**config.mk**
```make
export PLATFORM = sky130hd
export DESIGN_NAME = usb_fifo_bridge
export DESIGN_NICKNAME = d
export VERILOG_FILES = /design/src/rtl/usb_fifo_bridge.sv
export SDC_FILE = /design/constraint.sdc
export NUM_CORES = 1
export LEC_CHECK = 0
export ABC_AREA = 1
export CAP_MARGIN = 20
export CORE_ASPECT_RATIO = 0.9
export CORE_MARGIN = 4
export CORE_UTILIZATION = 40
export CTS_BUF_LIST = sky130_fd_sc_hd__clkbuf_8
export CTS_CLUSTER_DIAMETER = 50
export DETAILED_ROUTE_END_ITERATION = 12
export PLACE_DENSITY_LB_ADDON = 0.3
export SLEW_MARGIN = 20
export SYNTH_ARGS = -nofsm -noshare
export SYNTH_HDL_FRONTEND = slang
export SYNTH_SLANG_ARGS = --single-unit
export TNS_END_PERCENT = 30
```
**constraint.sdc**
```tcl
create_clock -name i_clk -period 2.3 [get_ports i_clk]
set_clock_uncertainty 0.2 [all_clocks]
set_input_delay 0.46 -clock i_clk [delete_from_list [all_inputs] [get_ports i_clk]]
set_output_delay 0.46 -clock i_clk [all_outputs]
set_load 0.03 [all_outputs]
```
**src/rtl/usb_fifo_bridge.sv**
```systemverilog
// usb_fifo_bridge: client word stream <-> Cypress FX2 slave FIFO bridge.
// Writes go to the IN endpoint (device-to-host), reads come from the OUT
// endpoint (host-to-device). Every output is driven straight from a flop.
// Optional build macro: USB_PKTEND_EN -- pulse PKTEND_N in W_END so a short
// packet is committed to the host at the end of each write.
module usb_fifo_bridge #(
  parameter logic [1:0] OUT_EP_ADR = 2'b00,
  parameter logic [1:0] IN_EP_ADR  = 2'b10
) (
  input  logic        i_clk,
  input  logic        i_rst,
  input  logic        i_wenable,
  input  logic [9:0]  i_wcnt,
  input  logic [15:0] i_send,
  output logic        o_wdone,
  input  logic        i_renable,
  input  logic [9:0]  i_rcnt,
  output logic [15:0] o_receive,
  output logic        o_rready,
  input  logic [15:0] i_fd_in,
  output logic [15:0] o_fd_out,
  output logic        o_fd_oe,
  output logic [1:0]  o_fifoadr,
  output logic        o_slwr_n,
  output logic        o_slrd_n,
  output logic        o_sloe_n,
  output logic        o_pktend_n,
  input  logic        i_fulln,
  input  logic        i_emptyn
);

  typedef enum logic [3:0] {
    IDLE, W_ADR, W_DATA, W_GAP, W_END, R_ADR, R_OE, R_DATA, R_GAP, HOLD
  } state_t;

  state_t      r_state, w_state_nxt;
  logic [9:0]  r_rem, w_rem_nxt;
  logic        r_dir_wr, w_dir_wr_nxt;
  logic        r_wdone, w_wdone_nxt;
  logic        r_rready, w_rready_nxt;
  logic [15:0] r_receive, w_receive_nxt;
  logic [15:0] r_fd_out, w_fd_out_nxt;
  logic        r_fd_oe, w_fd_oe_nxt;
  logic [1:0]  r_fifoadr, w_fifoadr_nxt;
  logic        r_slwr_n, w_slwr_n_nxt;
  logic        r_slrd_n, w_slrd_n_nxt;
  logic        r_sloe_n, w_sloe_n_nxt;
  logic        r_pktend_n, w_pktend_n_nxt;

  // Next-state and next-output decode; strobes and pulses fall back to
  // inactive every cycle, bus/address/OE settings hold unless changed.
  always_comb begin
    w_state_nxt    = r_state;
    w_rem_nxt      = r_rem;
    w_dir_wr_nxt   = r_dir_wr;
    w_receive_nxt  = r_receive;
    w_fd_out_nxt   = r_fd_out;
    w_fd_oe_nxt    = r_fd_oe;
    w_fifoadr_nxt  = r_fifoadr;
    w_sloe_n_nxt   = r_sloe_n;
    w_wdone_nxt    = 1'b0;
    w_rready_nxt   = 1'b0;
    w_slwr_n_nxt   = 1'b1;
    w_slrd_n_nxt   = 1'b1;
    w_pktend_n_nxt = 1'b1;
    case (r_state)
      IDLE: begin
        if (i_wenable) begin
          w_rem_nxt     = i_wcnt;
          w_dir_wr_nxt  = 1'b1;
          w_fifoadr_nxt = IN_EP_ADR;
          if (i_wcnt == 10'd0) w_state_nxt = HOLD;
          else                 w_state_nxt = W_ADR;
        end else if (i_renable) begin
          w_rem_nxt     = i_rcnt;
          w_dir_wr_nxt  = 1'b0;
          w_fifoadr_nxt = OUT_EP_ADR;
          if (i_rcnt == 10'd0) w_state_nxt = HOLD;
          else                 w_state_nxt = R_ADR;
        end
      end
      W_ADR: w_state_nxt = W_DATA;
      W_DATA: begin
        if (i_fulln) begin
          w_fd_out_nxt = i_send;
          w_fd_oe_nxt  = 1'b1;
          w_slwr_n_nxt = 1'b0;
          w_wdone_nxt  = 1'b1;
          w_rem_nxt    = r_rem - 10'd1;
          w_state_nxt  = W_GAP;
        end
      end
      W_GAP: begin
        if (r_rem != 10'd0) w_state_nxt = W_DATA;
        else                w_state_nxt = W_END;
      end
      W_END: begin
        w_fd_oe_nxt = 1'b0;
`ifdef USB_PKTEND_EN
        w_pktend_n_nxt = 1'b0;
`else
        w_pktend_n_nxt = 1'b1;
`endif
        w_state_nxt = HOLD;
      end
      R_ADR: w_state_nxt = R_OE;
      R_OE: begin
        w_sloe_n_nxt = 1'b0;
        w_state_nxt  = R_DATA;
      end
      R_DATA: begin
        if (i_emptyn) begin
          w_receive_nxt = i_fd_in;
          w_rready_nxt  = 1'b1;
          w_slrd_n_nxt  = 1'b0;
          w_rem_nxt     = r_rem - 10'd1;
          w_state_nxt   = R_GAP;
        end
      end
      R_GAP: begin
        if (r_rem != 10'd0) begin
          w_state_nxt = R_DATA;
        end else begin
          w_sloe_n_nxt = 1'b1;
          w_state_nxt  = HOLD;
        end
      end
      HOLD: begin
        // Only the direction that just finished gates the return to IDLE.
        if (r_dir_wr ? !i_wenable : !i_renable) w_state_nxt = IDLE;
      end
      default: w_state_nxt = IDLE;
    endcase
  end

  // State, word counter and direction registers.
  always_ff @(posedge i_clk or posedge i_rst) begin
    if (i_rst) begin
      r_state  <= IDLE;
      r_rem    <= 10'd0;
      r_dir_wr <= 1'b0;
    end else begin
      r_state  <= w_state_nxt;
      r_rem    <= w_rem_nxt;
      r_dir_wr <= w_dir_wr_nxt;
    end
  end

  // Output registers; reset parks the FX2 interface on the OUT endpoint.
  always_ff @(posedge i_clk or posedge i_rst) begin
    if (i_rst) begin
      r_wdone    <= 1'b0;
      r_rready   <= 1'b0;
      r_receive  <= 16'd0;
      r_fd_out   <= 16'd0;
      r_fd_oe    <= 1'b0;
      r_fifoadr  <= OUT_EP_ADR;
      r_slwr_n   <= 1'b1;
      r_slrd_n   <= 1'b1;
      r_sloe_n   <= 1'b1;
      r_pktend_n <= 1'b1;
    end else begin
      r_wdone    <= w_wdone_nxt;
      r_rready   <= w_rready_nxt;
      r_receive  <= w_receive_nxt;
      r_fd_out   <= w_fd_out_nxt;
      r_fd_oe    <= w_fd_oe_nxt;
      r_fifoadr  <= w_fifoadr_nxt;
      r_slwr_n   <= w_slwr_n_nxt;
      r_slrd_n   <= w_slrd_n_nxt;
      r_sloe_n   <= w_sloe_n_nxt;
      r_pktend_n <= w_pktend_n_nxt;
    end
  end

  assign o_wdone    = r_wdone;
  assign o_rready   = r_rready;
  assign o_receive  = r_receive;
  assign o_fd_out   = r_fd_out;
  assign o_fd_oe    = r_fd_oe;
  assign o_fifoadr  = r_fifoadr;
  assign o_slwr_n   = r_slwr_n;
  assign o_slrd_n   = r_slrd_n;
  assign o_sloe_n   = r_sloe_n;
  assign o_pktend_n = r_pktend_n;

endmodule
```
### After elaboration in Yosys (flattened, before gate mapping)

Index checks and enable logic that the tools add are counted.

* output and inout bits: 41
* bits in registers: 55
* logic and storage cells: 76
* input port bits: 58

* eq/ne operators: 14
* multiplexer cells: 32
* reduce and logical (&&, ||, !) cells: 17
* add/sub/neg operators: 1

Operators by type and width (number)
* two-way mux 10 bit: 4
* one-hot mux 4 bit (10 select lines): 1
* two-way mux 4 bit: 8
* one-hot mux 10 bit (3 select lines): 1
* zero test 10 bit: 2
* == test 4 x 3 -> 1 bit, second input constant: 4
* two-way mux 1 bit: 13
* AND reduction 2 bit: 5
* nonzero test 10 bit: 1
* subtractor 10 x 1 -> 10 bit, second input constant: 1
* == test 4 x 2 -> 1 bit, second input constant: 2
* == test 4 bit, second input constant: 2
* != test 2 bit, second input constant: 4
* AND reduction 4 bit: 2
* nonzero test 2 bit: 3
* == test 4 x 1 -> 1 bit, second input constant: 1
* zero test 4 bit: 1
* two-way mux 2 bit: 2
* one-hot mux 1 bit (2 select lines): 2
* two-way mux 3 bit: 1
* != test 3 bit, second input constant: 1
* nonzero test 3 bit: 1
* zero test 1 bit: 2

### Logic depth before layout (Yosys ltp)

* depth in word-level cells: 5
* depth in mapped cells: 12
* mapped depth without buffers: 11

### Worst setup path after synthesis

OpenSTA, ideal clock, no wires.

* kind: register to register
* start: register r_rem[0]
* end: register r_state[2]
* arrival: 1.324 ns
* stages on the path, launching flop included: 10
* buffers on the path: 0
* data required time: 1.979 ns
* path slack: 0.655 ns
* setup time: 0.121 ns
* cell sequence: dfrtp_1 inv_1 ha_1 nand2_1 nor2_1 nand2_1 nand2_1 nand2_1 o21bai_1 nand2_1

* cells in the longest elaborated chain, start to end: 3
* elaborated cells on any way between the ends: 4

RTL lines
* start, declared: RTL line 37 `logic [9:0] r_rem, w_rem_nxt;`
* start signal, assigned: RTL line 144 `r_rem <= w_rem_nxt;`
* nonzero test 10 bit *: RTL line 94, 121
* two-way mux 4 bit / two-way mux 3 bit (equally long branches): RTL line 121, 94
* one-hot mux 4 bit (10 select lines) *: RTL line 66 `case (r_state)`
* end signal, assigned: RTL line 143 `r_state <= w_state_nxt;`
* end, declared: RTL line 36 `state_t r_state, w_state_nxt;`

Every way passes the cells marked *; elsewhere a longest branch is shown, timed or not.
A chain may end at the register's enable or synchronous reset.

### Worst setup path in the final report

* start: register r_sloe_n (netlist: o_sloe_n)
* end: output o_sloe_n

RTL lines
* start, declared: RTL line 47 `logic r_sloe_n, w_sloe_n_nxt;`
* start signal, assigned: RTL line 171 `r_sloe_n <= w_sloe_n_nxt;`
* end, declared: RTL line 26 `output logic o_sloe_n,`

No word-level cell between the ends.

==> qor.txt <==
Status: finished, final reports clean
Max_cap viols: 0
Power Density: 1340 nW/um^2
Worst VDD drop: 0.625 mV
Clock buffer depth: 2
CP max FO: 2
Die width: 96.3 um
Final ANT Viol Nets: 0
Worst EP required: 1640 ps
Cells along the critical path: clkdlybuf4s50_1
Syn nets: 432
Die area: 8420 sq um
Starting DRT DRC Count: 135
Comb power frac: 58.3%
Fraction of layout cells with a size suffix above 1: 10.6%
Warnings from Yosys: 0
Hold Crit Class: flip-flop to flip-flop
Post-CTS sizing: 0
Final hold violation count: 0
Layout area overhead: 40.7%
Total GRT Usage: 17.8%
CTS Buf Count: 5
Async set-or-reset flop fraction in the synthesized netlist: 100%
Pins Over Slew Limit: 0
# nets final: 529
Tmin final: 2200 ps
Switch Pwr: 2520 uW
Final setup fails: 0
WS Path Type: flip-flop to output pin
Clock power frac: 10.7%
Root Buffer: clkbuf_8
Detailed-route DRC error count: 0
Final HPWL DP: 5.46 mm
Number of synthesized flops with an enable pin: 0
Syn avg cell area: 7.52 sq um
Row Count: 28
Crit path buf inv count: 1
First-pass GRT wire length: 11.8 mm
ANT cells: 0
Ranking of synthesized cells by area: dfrtp_1 45%, nand2_1 23%, inv_1 3.7%
Dominant synthesized flop cell: dfrtp_1
CP Capture Type: output pin
Int Power: 2770 uW
Core Box Area: 6690 sq um
List of most frequent post-synthesis cells: 171 x nand2_1, 50 x dfrtp_1, 28 x inv_1, 27 x nor2_1, 18 x nand3_1
WL/cell: 12.7 um
Vias post-DR: 2617
Fin Hold WS: 282 ps
IO Pins: 99
RSZ-0062 raised after global routing: false
Syn Inst Count: 373
Synth top area share: 44.6%
Vias/cell: 4.66
Post-CTS Setup Inserts: 0
Initial antenna violation count: 0
Cell family with most CP delay: buffers and inverters
CP max-delay cell: clkdlybuf4s50_1
IO Port Bufs: 96
Starting Density: 41.9%
Vias in the first global route: 2571
CP peak stage delay: 680 ps
Total Routed Length: 7.14 mm
Clock H-tree levels: 2
CTS tree: yes
Final period util: 95.7%
CTS Sinks: 53
Most instantiated library cell after synthesis: nand2_1
#FFs+latches synth: 53
Post-synthesis sequential area ratio: 47.4%
Grt ovf: 0
LEAKAGE: 0.00197 uW
Routability cong.: 0.953
Cell taking the most area after synthesis: dfrtp_1
Pin count of the biggest net entering global routing: 54
Cell variety after synth: 37
Drt first pass iters: 4
Sw frac: 47.7%
CTS Hold Bufs: 0
Fmax: 0.454 GHz
Worst-path clk slew: 110 ps
Post-Syn Area: 2800 sq um
Worst-Skew Late Latency: 310 ps
Critical Path Start Type: flip-flop
Worst endpoint data arrival time: 1540 ps
Height of the die: 87.4 um
Setup_tns: 0 ps
Seq pwr share: 31.0%
==> per-layer routing <==
layer / share of wire (%) / GRT usage, % / vias to the layer above
li1: - / - / 1326
met1: 45 / 23.2 / 1191
met2: 42 / 26.9 / 95
met3: 13 / 8.38 / 5
met4: 0.60 / 3.75 / 0
met5: 0 / 0 / -
==> logic make-up (layout without fill, tap and decap cells) <==
group                    Yosys count  after routing  share of synthesized area [%]
flip-flops                        53             53                           47.4
adder cells (fa/ha/maj)            1              1                          0.446
buffers and inverters             47            145                           8.12
other                              2              2                          0.268
multiplexers                       1              1                          0.357
XOR/XNOR                           4              4                           1.25
AND/OR/NAND/NOR                  236            236                           35.3
AO/OA/AOI/OAI                     29             29                           6.78
==> path summary, 6_finish.rpt <==
kind / cells past startpoint / start / endpoint / slack [ps]
max reg2reg: 11 / r_rem[0]$_DFFE_PP0P_ / r_state[1]$_DFFE_PP0P_ / 430
min reg2reg: 2 / o_fd_out[13]$_DFFE_PP0P_ / o_fd_out[13]$_DFFE_PP0P_ / 280
min in group asynchronous: 3 / i_rst / o_fd_out[15]$_DFFE_PP0P_ / 310
max in group asynchronous: 3 / i_rst / o_slwr_n$_DFF_PP1_ / 1310
min: 2 / o_fd_out[13]$_DFFE_PP0P_ / o_fd_out[13]$_DFFE_PP0P_ / 280
max: 1 / o_sloe_n$_DFFE_PP1P_ / o_sloe_n / 100
==> placed cells by master, fill, tap and decap left out, drive strengths merged <==
cell type	n
clkbuf	5
clkdlybuf4s50	96
nand4	2
nand3	19
o21bai	1
nor2	32
ha	1
a22oi	1
buf	6
and2	1
a21oi	3
xnor2	1
conb	2
inv	34
o211ai	1
nor3	2
dfstp	3
dfrtp	50
o21ai	22
mux2i	1
xor2	3
o31ai	1
clkinv	4
or2	1
nand2	179
==> cell type report <==
type                       instances  area [sq um]
fill                             614          2750
sequential                        53          1330
multi-input combinational        273          1250
timing repair buffer             102          1020
inverter                          35           135
tap                               90           113
clock buffer                       5          68.8
clock inverter                     3          33.8
==> power by group through the flow <==
stage               Clock (uW)  Sequential (uW)  Combinational (uW)
finish                     565             1640                3080
global route               625             1700                3430
CTS                        581             1640                3110
detailed placement           0             1650                3100
global placement             0             1640                3060
floorplan                    0             2190                1560
==> flip-flops by register name, indices dropped and copies added (netlist names), 4 cells and up <==
signal	count
o_fd_out	16
o_receive	16
r_rem	10
r_state	4
==> through the flow <==
stage	instance area (sq um)	power, uW	cells	setup WS, ps	util [%]
4_1_cts	3950	5340	561	92.3	59.0
5_1_grt	3950	5750	561	64.0	59.0
3_5_place_dp	3840	4750	553	222	57.4
3_3_place_gp	3840	4690	553	294	57.4
2_1_floorplan	2800	3750	373	359	-
6_report	3950	5290	561	98.3	59.0
(Power assumes the default switching activity.)
